`src/rtl/iomem_gpio_irq_pkg.sv`:
```
// Shared definitions for the iomem GPIO peripheral.
//   MAX_PINS     widest supported pin count (one bus word)
//   word_t       one iomem data word
//   strb_t       iomem byte write strobes
//   GPIO_*       register byte offsets within the block
//   strb_mask()  expands byte strobes into a per-bit write mask
package gpio_pkg;

    localparam int unsigned MAX_PINS = 32;

    typedef logic [MAX_PINS-1:0] word_t;
    typedef logic [3:0]          strb_t;

    localparam logic [7:0] GPIO_OUT     = 8'h00;
    localparam logic [7:0] GPIO_OE      = 8'h04;
    localparam logic [7:0] GPIO_IN      = 8'h08;
    localparam logic [7:0] GPIO_RISE_EN = 8'h0C;
    localparam logic [7:0] GPIO_FALL_EN = 8'h10;
    localparam logic [7:0] GPIO_PENDING = 8'h14;
    localparam logic [7:0] GPIO_OUT_SET = 8'h18;
    localparam logic [7:0] GPIO_OUT_CLR = 8'h1C;

    function automatic word_t strb_mask(input strb_t strb);
        word_t m;
        m = '0;
        for (int unsigned k = 0; k < 4; k++) begin
            m[k*8 +: 8] = {8{strb[k]}};
        end
        return m;
    endfunction

endpackage

```
`src/rtl/iomem_gpio_irq_if.sv`:
```
// picosoc iomem bus bundle.
//   iomem_valid  request from master
//   iomem_ready  one-cycle acknowledge from slave
//   iomem_wstrb  byte write strobes (0 = read)
//   iomem_addr   byte address
//   iomem_wdata  write data
//   iomem_rdata  read data, valid while iomem_ready is high
interface iomem_gpio_irq_if;
    import gpio_pkg::*;

    logic  iomem_valid;
    logic  iomem_ready;
    strb_t iomem_wstrb;
    word_t iomem_addr;
    word_t iomem_wdata;
    word_t iomem_rdata;

    modport master (
        output iomem_valid, iomem_wstrb, iomem_addr, iomem_wdata,
        input  iomem_ready, iomem_rdata
    );

    modport slave (
        input  iomem_valid, iomem_wstrb, iomem_addr, iomem_wdata,
        output iomem_ready, iomem_rdata
    );

endinterface

```
`src/rtl/iomem_gpio_irq_sync_edge.sv`:
```
// Single-pin input synchroniser with edge detection.
//   clk, reset  system clock, synchronous active-high reset
//   pin         asynchronous pad input
//   level       synchronised level (SYNC_STAGES cycles behind pin)
//   rise, fall  one-cycle pulses when level differs from its previous value
module gpio_sync_edge #(
    parameter int unsigned SYNC_STAGES = 2
) (
    input  logic clk,
    input  logic reset,
    input  logic pin,
    output logic level,
    output logic rise,
    output logic fall
);

    logic [SYNC_STAGES-1:0] sync_q;
    logic                   prev_q;

    always_ff @(posedge clk) begin
        if (reset) begin
            sync_q <= '0;
            prev_q <= 1'b0;
        end else begin
            sync_q <= {sync_q[SYNC_STAGES-2:0], pin};
            prev_q <= sync_q[SYNC_STAGES-1];
        end
    end

    assign level = sync_q[SYNC_STAGES-1];
    assign rise  = level & ~prev_q;
    assign fall  = ~level & prev_q;

endmodule

```
`src/rtl/iomem_gpio_irq.sv`:
```
// GPIO peripheral on the picosoc iomem bus.
//   clk, reset   system clock, synchronous active-high reset
//   iomem        iomem bus, slave side; block selected by iomem_addr[31:24]
//   gpio_in      asynchronous pad inputs
//   gpio_out     output data register
//   gpio_oe      output enable per pin (1 = drive)
//   irq          level interrupt, OR of all pending bits
module iomem_gpio_irq
    import gpio_pkg::*;
#(
    parameter int unsigned NUM_PINS    = 32,
    parameter logic [7:0]  BASE_ADDR   = 8'h03,
    parameter int unsigned SYNC_STAGES = 2
) (
    input  logic                clk,
    input  logic                reset,
    iomem_gpio_irq_if.slave     iomem,
    input  logic [NUM_PINS-1:0] gpio_in,
    output logic [NUM_PINS-1:0] gpio_out,
    output logic [NUM_PINS-1:0] gpio_oe,
    output logic                irq
);

    logic [NUM_PINS-1:0] out_q, oe_q, rise_en_q, fall_en_q, pend_q;
    logic [NUM_PINS-1:0] in_lvl, in_rise, in_fall, pend_set;
    logic [NUM_PINS-1:0] wsel, wbits;
    logic                ready_q;
    word_t               rdata_q, rd_mux, wmask;
    logic                hit;
    logic [7:0]          offset;
    logic                unused_bits;

    // A request is taken only when ready is low, so a master holding valid
    // through the acknowledge cycle is not served twice.
    assign hit    = iomem.iomem_valid && !ready_q
                    && (iomem.iomem_addr[31:24] == BASE_ADDR);
    assign offset = {iomem.iomem_addr[7:2], 2'b00};

    // Byte strobes gate every writable register, including W1C/SET/CLR;
    // a read (wstrb = 0) therefore writes nothing.
    assign wmask = strb_mask(iomem.iomem_wstrb);
    assign wsel  = wmask[NUM_PINS-1:0];
    assign wbits = iomem.iomem_wdata[NUM_PINS-1:0] & wsel;

    assign unused_bits = ^{iomem.iomem_addr[23:8], iomem.iomem_addr[1:0],
                           iomem.iomem_wdata, wmask};

    for (genvar i = 0; i < NUM_PINS; i++) begin : g_pin
        gpio_sync_edge #(
            .SYNC_STAGES(SYNC_STAGES)
        ) u_sync (
            .clk   (clk),
            .reset (reset),
            .pin   (gpio_in[i]),
            .level (in_lvl[i]),
            .rise  (in_rise[i]),
            .fall  (in_fall[i])
        );
    end

    assign pend_set = (in_rise & rise_en_q) | (in_fall & fall_en_q);

    always_comb begin
        rd_mux = '0;
        case (offset)
            GPIO_OUT:     rd_mux = word_t'(out_q);
            GPIO_OE:      rd_mux = word_t'(oe_q);
            GPIO_IN:      rd_mux = word_t'(in_lvl);
            GPIO_RISE_EN: rd_mux = word_t'(rise_en_q);
            GPIO_FALL_EN: rd_mux = word_t'(fall_en_q);
            GPIO_PENDING: rd_mux = word_t'(pend_q);
            default:      rd_mux = '0;
        endcase
    end

    always_ff @(posedge clk) begin
        if (reset) begin
            ready_q   <= 1'b0;
            rdata_q   <= '0;
            out_q     <= '0;
            oe_q      <= '0;
            rise_en_q <= '0;
            fall_en_q <= '0;
            pend_q    <= '0;
        end else begin
            ready_q <= hit;
            if (hit) begin
                rdata_q <= rd_mux;
            end

            if (hit && offset == GPIO_OUT) begin
                out_q <= (out_q & ~wsel) | wbits;
            end else if (hit && offset == GPIO_OUT_SET) begin
                out_q <= out_q | wbits;
            end else if (hit && offset == GPIO_OUT_CLR) begin
                out_q <= out_q & ~wbits;
            end

            if (hit && offset == GPIO_OE) begin
                oe_q <= (oe_q & ~wsel) | wbits;
            end
            if (hit && offset == GPIO_RISE_EN) begin
                rise_en_q <= (rise_en_q & ~wsel) | wbits;
            end
            if (hit && offset == GPIO_FALL_EN) begin
                fall_en_q <= (fall_en_q & ~wsel) | wbits;
            end

            // Clear is applied before set so a new edge wins over a W1C.
            if (hit && offset == GPIO_PENDING) begin
                pend_q <= (pend_q & ~wbits) | pend_set;
            end else begin
                pend_q <= pend_q | pend_set;
            end
        end
    end

    assign iomem.iomem_ready = ready_q;
    assign iomem.iomem_rdata = rdata_q;
    assign gpio_out          = out_q;
    assign gpio_oe           = oe_q;
    assign irq               = |pend_q;

endmodule
```
`src/flat_wrapper.sv`:
```
// flat-port wrapper written by rule: the top's interface ports become plain ports
module iomem_gpio_irq_flat import gpio_pkg::*;
#(
    parameter int unsigned NUM_PINS    = 32,
    parameter logic [7:0]  BASE_ADDR   = 8'h03,
    parameter int unsigned SYNC_STAGES = 2
)
  (clk, reset, gpio_in, gpio_out, gpio_oe, irq, iomem_iomem_valid, iomem_iomem_wstrb, iomem_iomem_addr, iomem_iomem_wdata, iomem_iomem_ready, iomem_iomem_rdata);
  iomem_gpio_irq_if iomem_i ();
  input  logic clk;
  input  logic reset;
  input  logic [NUM_PINS-1:0] gpio_in;
  output logic [NUM_PINS-1:0] gpio_out;
  output logic [NUM_PINS-1:0] gpio_oe;
  output logic irq;
  input wire logic [$bits(iomem_i.iomem_valid)-1:0] iomem_iomem_valid;
  input wire logic [$bits(iomem_i.iomem_wstrb)-1:0] iomem_iomem_wstrb;
  input wire logic [$bits(iomem_i.iomem_addr)-1:0] iomem_iomem_addr;
  input wire logic [$bits(iomem_i.iomem_wdata)-1:0] iomem_iomem_wdata;
  output wire logic [$bits(iomem_i.iomem_ready)-1:0] iomem_iomem_ready;
  output wire logic [$bits(iomem_i.iomem_rdata)-1:0] iomem_iomem_rdata;
  assign iomem_i.iomem_valid = iomem_iomem_valid;
  assign iomem_i.iomem_wstrb = iomem_iomem_wstrb;
  assign iomem_i.iomem_addr = iomem_iomem_addr;
  assign iomem_i.iomem_wdata = iomem_iomem_wdata;
  assign iomem_iomem_ready = iomem_i.iomem_ready;
  assign iomem_iomem_rdata = iomem_i.iomem_rdata;
  iomem_gpio_irq #(.NUM_PINS(NUM_PINS), .BASE_ADDR(BASE_ADDR), .SYNC_STAGES(SYNC_STAGES)) u_core (.clk(clk), .reset(reset), .iomem(iomem_i), .gpio_in(gpio_in), .gpio_out(gpio_out), .gpio_oe(gpio_oe), .irq(irq));
endmodule
```
`config.mk`:
```
export PLATFORM = sky130hd
export DESIGN_NAME = iomem_gpio_irq_flat
export DESIGN_NICKNAME = d
export VERILOG_FILES = /design/src/rtl/iomem_gpio_irq_pkg.sv /design/src/rtl/iomem_gpio_irq_if.sv /design/src/rtl/iomem_gpio_irq_sync_edge.sv /design/src/rtl/iomem_gpio_irq.sv /design/src/flat_wrapper.sv
export SDC_FILE = /design/constraint.sdc
export NUM_CORES = 1
export LEC_CHECK = 0
export CORE_UTILIZATION = 40
export DETAILED_ROUTE_END_ITERATION = 10
export DONT_BUFFER_PORTS = 1
export SYNTH_ARGS = -nofsm -noshare
export SYNTH_HDL_FRONTEND = slang
export SYNTH_SLANG_ARGS = --single-unit
```
`constraint.sdc`:
```
create_clock -name clk -period 3 [get_ports clk]
set_input_delay 0.6 -clock clk [delete_from_list [all_inputs] [get_ports clk]]
set_output_delay 0.6 -clock clk [all_outputs]
set_load 0.02 [all_outputs]
```
# Word level (Yosys, flattened, before mapping)
# Cells that the tools add are included.
dict set report totals {
  reg_bits 289
  latchBits 0
  mem_bits_rw 0
  romBits 0
  input_bits 103
  out_inout_bits 98
  mem_count 0
}
dict set report op_classes {
  add_sub_neg 0
  mul 0
  n_div 0
  n_lt_le_gt_ge 0
  eq_ne 8
  shifts 0
  muxes 5
  bitwise_logic 147
  n_reduce_logical 13
}
# cell count
set op_table {}
lappend op_table {{$and A32 B32 Y32} 9}
lappend op_table {{$or A32 B32 Y32} 8}
lappend op_table {{$pmux W32 S6} 1}
lappend op_table {{$mux W32} 4}
lappend op_table {{$and A1 B1 Y1} 64}
lappend op_table {{$not A1 Y1} 64}
lappend op_table {{$not A32 Y32} 2}
lappend op_table {{$reduce_or A32 Y1} 1}
lappend op_table {{$eq A6 B3 Y1 const B} 4}
lappend op_table {{$eq A6 B2 Y1 const B} 2}
lappend op_table {{$logic_and A1 B1 Y1} 9}
lappend op_table {{$eq A8 B2 Y1 const B} 1}
lappend op_table {{$logic_not A8 Y1} 1}
lappend op_table {{$eq A6 B1 Y1 const B} 1}
lappend op_table {{$reduce_bool A3 Y1} 1}
lappend op_table {{$logic_not A1 Y1} 1}

# Depth between registers and ports, before layout
dict set report depth {
  ltp_word 7
  depth_mapped 7
}

# Hierarchy
# From an unflattened synthesis, not the netlist that was laid out.
dict set report unflattened {
  hier_cells 1270
  area_unflattened_um2 12224.2
}
# mod n_inst cells_per_inst area_per_inst_um2 seq_area_each_um2
set by_module_without_submodules {}
lappend by_module_without_submodules {iomem_gpio_irq 1 1014 9301.4 3863.7}
lappend by_module_without_submodules {gpio_sync_edge 32 8 91.3 60.1}

# Least setup slack after synthesis
# OpenSTA, ideal clock, no wires.
dict set report synth_path {
  path_type {input -> register}
  startpoint {input iomem_iomem_addr[3]}
  endpoint {register u_core.pend_q[2]}
  setup_ps 132
  t_arrival_ps 2103
  t_required_ps 2868
  slack_ps 764
  stages 7
  path_buffers 3
  path_cell_list {buf_6 or4b_4 or2_1 clkbuf_1 buf_2 o31ai_1 a31oi_1}
}
dict set report synth_via {
  elab_chain_len 3
}
# element line
set synth_lines {}
lappend synth_lines {{from (decl)} flat_wrapper.sv:18} ;# input wire logic [$bits(iomem_i.iomem_addr)-1:0] iomem_iomem_addr;
lappend synth_lines {{$eq A6 B3 Y1} iomem_gpio_irq.sv:110} ;# if (hit && offset == GPIO_PENDING) begin
lappend synth_lines {{$logic_and A1 B1 Y1} iomem_gpio_irq.sv:110}
lappend synth_lines {{$mux W32} iomem_gpio_irq.sv:110}
lappend synth_lines {{to (signal assigned)} iomem_gpio_irq.sv:111} ;# pend_q <= (pend_q & ~wbits) | pend_set;
lappend synth_lines {{to (signal assigned)} iomem_gpio_irq.sv:113} ;# pend_q <= pend_q | pend_set;
lappend synth_lines {{to (decl)} iomem_gpio_irq.sv:24} ;# logic [NUM_PINS-1:0] out_q, oe_q, rise_en_q, fall_en_q, pend_q;
# No other way between the ends.
# A chain may end at the register's enable or synchronous reset.

# Final worst setup path
dict set report layout_path {
  startpoint {register u_core.pend_q[12]}
  endpoint {output irq}
}
dict set report layout_via {
  elab_chain_len 1
}
# element line
set layout_lines {}
lappend layout_lines {{$reduce_or A32 Y1} iomem_gpio_irq.sv:122} ;# assign irq = |pend_q;
lappend layout_lines {{to (decl)} flat_wrapper.sv:15} ;# output logic irq;
# No other way between the ends.

==> key figures <==
Outcome
  – Status: completed

Global routing
  – Largest net degree at the start of global routing: 146
  – Initial antenna violation count: 0
  – First-pass GRT wire length: 58400 um
  – Number of global-route vias before repair: 9478
  – Grt total ovfl: 0
  – Overall routing resource usage: 24.6%

Setup path
  – Type of destination of the critical path: output port
  – Worst path max stage delay: 0.61 ns
  – Worst-path cell chain: nor4_1 -> nand4_1 -> or2_2
  – Arrival time at the worst endpoint: 2.18 ns
  – Startpoint types: register
  – WP data required: 2.40 ns
  – CP top delay family: simple AND/OR/NAND/NOR gates
  – Setup Crit Path Kind: reg2out
  – CP bufs+invs: 0
  – Critical path's slowest cell: nor4_1
  – Max FO, Critical Path: 3

STA
  – Final period utilization: 92.8%
  – Min cycle time layout: 2.78 ns
  – Worst rel slew slack: 49.7%
  – Unrepaired setup endpoints after global routing: false
  – Worst Skew: 0.0101 ns
  – Worst Tran Pin Value: 0.754 ns
  – TNS Setup: 0 ns
  – Final hold violations: 0
  – Fmax: 0.359 GHz
  – Setup violations, final: 0
  – Max-slew violations: 0

Power
  – Sw power: 0.00179 W
  – Flop pwr share: 46.5%
  – Power share of the clock group: 50.9%
  – PD cells: 610 nW/um2
  – Combinational share of power: 2.7%
  – Max rail drop VDD: 0.357 mV
  – Switching Share: 21.2%
  – Leakage: 5.31 nW
  – Int Pwr: 0.00665 W
  – Final Power: 0.00844 W

Yosys
  – Register bit count reported by yosys: 289
  – Yosys top cell area share: 47.3%
  – Mean Syn Cell Area: 9.97 um2
  – Yosys top cell by area: dfxtp_1
  – Synth warnings: 0
  – Library cells used by synthesis: 53
  – Top_reg_cell synth: dfxtp_1
  – Synthesized area: 12200 um2
  – Post-synthesis sequential area ratio: 47.3%
  – Fraction of registers with async set or reset after synthesis: 0%
  – EDFF count, synth: 0
  – Largest cells by area after synthesis: dfxtp_1 47%, mux2i_1 12%, nand2_1 5.1%
  – Synth Instances: 1226
  – Post-Syn Nets: 1329

Detailed routing
  – Vias: 9682
  – Number of nets with antenna violations after routing: 0
  – Initial DRC Count: 876
  – First-pass iteration count of the detailed router: 5
  – Number of vias per cell: 5.97
  – Routed WL per cell: 23.7 um
  – DRC: 0
  – Routed WL: 38400 um

Placement
  – # port buffers: 0
  – Routability cong.: 0.796
  – Dpl hpwl: 24500 um

CTS
  – TritonCTS Buffers: 34
  – Clock Path Buffers: 3
  – CTS tree: yes
  – Clock Latency Late Sink: 0.52 ns
  – # Post-CTS Setup Buffers: 0
  – Post-CTS Hold Fix Bufs: 0
  – CTS root buf: clkbuf_16
  – Post-cts resize count: 0
  – CTS sink cnt: 289
  – H-tree Lvls: 2
  – Clk slew on worst S/H paths: 0.05 ns

Job
  – MaxCap Viol Count: 0

Layout
  – Register area: 5790 um2
  – Ant diodes: 0
  – Layout Area Growth over Synthesis: 13.1%
  – Ratio of cells with drive above 1 in the final layout: 11.3%
  – Fillcell total: 2823
  – Nets: 1312
  – Area of the multi-input gates: 6060 um2

Floorplanning
  – Core area: 29900 um2
  – Die Height: 177 um
  – Starting Density: 40.9%
  – Die Area: 31300 um2
  – Die width: 177 um
  – Site Rows: 63
  – I/O pin count: 201

Hold path
  – Hold WC Path Type: in2reg
## cells in the final DEF (no fill, tap or decap), types with 4 or more instances in the layout
master / netlist / routed
o31ai_1: 32 / 32
o22ai_1: 14 / 14
o21ai_0: 14 / 14
clkbuf_8: 0 / 7
and3_1: 6 / 6
a31oi_1: 36 / 36
dfxtp_1: 289 / 289
a21oi_1: 14 / 14
clkbuf_16: 0 / 37
clkinv_2: 0 / 8
nor2_1: 9 / 9
a22oi_1: 4 / 4
nor2b_1: 96 / 96
nand3b_1: 65 / 65
a221oi_1: 14 / 14
o22a_1: 14 / 14
nand4_4: 7 / 7
o211ai_1: 25 / 25
o221a_2: 14 / 14
nand2_1: 166 / 166
nor4b_1: 8 / 8
mux2_2: 4 / 4
mux2i_1: 152 / 152
a221o_1: 22 / 22
nor4_1: 10 / 10
nand4_1: 19 / 19
buf_4: 3 / 36
nand3_1: 37 / 36
and4_1: 5 / 5
nand4b_1: 25 / 25
a311oi_1: 4 / 4
## cell type report
class	instances	share of cell area (%)
Timing Repair Buffer	38	2.24
Tap cell	390	3.53
Clock buffer	47	7.48
Multi-Input combinational cell	844	43.8
Sequential cell	289	41.8
Inverter	2	0.0905
Clock inverter	12	0.995
## cells in the mapped netlist (19+ instances only)
master,instances
dfxtp_1,289
nand2_1,166
mux2i_1,152
nor2b_1,96
nand3b_1,65
clkbuf_1,60
nand3_1,37
a31oi_1,36
o31ai_1,32
nand4b_1,25
o211ai_1,25
buf_2,24
a221o_1,22
nand4_1,19
## through the flow
stage	instance area [um2]	setup slack, ns	hold WS, ns	utilization (%)	instances
6_report	13800	0.216	0.162	46.3	1622
5_1_grt	13800	0.224	0.145	46.3	1622
4_1_cts	13800	0.290	0.145	46.3	1622
3_5_place_dp	12700	0.509	0.421	42.4	1563
3_3_place_gp	12700	0.541	0.417	42.4	1563
2_1_floorplan	12200	0.764	0.414	-	1226
## cells by family after synthesis
| logic type | after synthesis | synth area share (%) |
|---|---|---|
| AOI/OAI and AO/OA | 208 | 12.9 |
| DFF | 289 | 47.3 |
| muxes | 156 | 12.8 |
| xor gates and xnor gates | 1 | 0.0717 |
| buffers and inverters | 93 | 3.32 |
| and+or+nand+nor | 479 | 23.6 |
## routing by layer
layer / GRT usage, % / part of all wire (%) / vias up
met2: 37.4 / 44 / 371
met5: 0 / 0 / -
met4: 8.87 / 2.9 / 0
li1: - / - / 4516
met1: 33.5 / 45 / 4719
met3: 6.21 / 8.6 / 76
## power groups by stage
| stage | logic (W) | clock network, W | registers, W |
|---|---|---|---|
| 6_report | 0.000224 | 0.00429 | 0.00392 |
| 5_1_grt | 0.000241 | 0.00453 | 0.00392 |
| 4_1_cts | 0.000223 | 0.00435 | 0.00392 |
| 3_5_place_dp | 0.000223 | 0 | 0.00400 |
| 3_3_place_gp | 0.000220 | 0 | 0.00400 |
| 2_1_floorplan | 0.000236 | 0 | 0.00399 |
## final timing paths
path / start / to / slack (ns) / cells past startpoint
setup reg to reg: u_core.iomem.iomem_ready / register / 0.75 / 6
setup / recovery: u_core.pend_q[12] / irq / 0.22 / 3
hold / removal: reset / u_core.g_pin[18].u_sync.sync_q[0] / 0.16 / 1
hold reg to reg: u_core.g_pin[31].u_sync.sync_q[0] / u_core.g_pin[31].u_sync.sync_q[1] / 0.42 / 1
## worst register-to-register path: cells and delay by family, from the launching register on
kind,cells,cell delay (ns)
and+or+nand+nor,3,1.12
buffers and inverters,2,0.47
DFF,1,0.38
muxes,1,0.21
No activity file was read; power rests on OpenSTA's default activity.
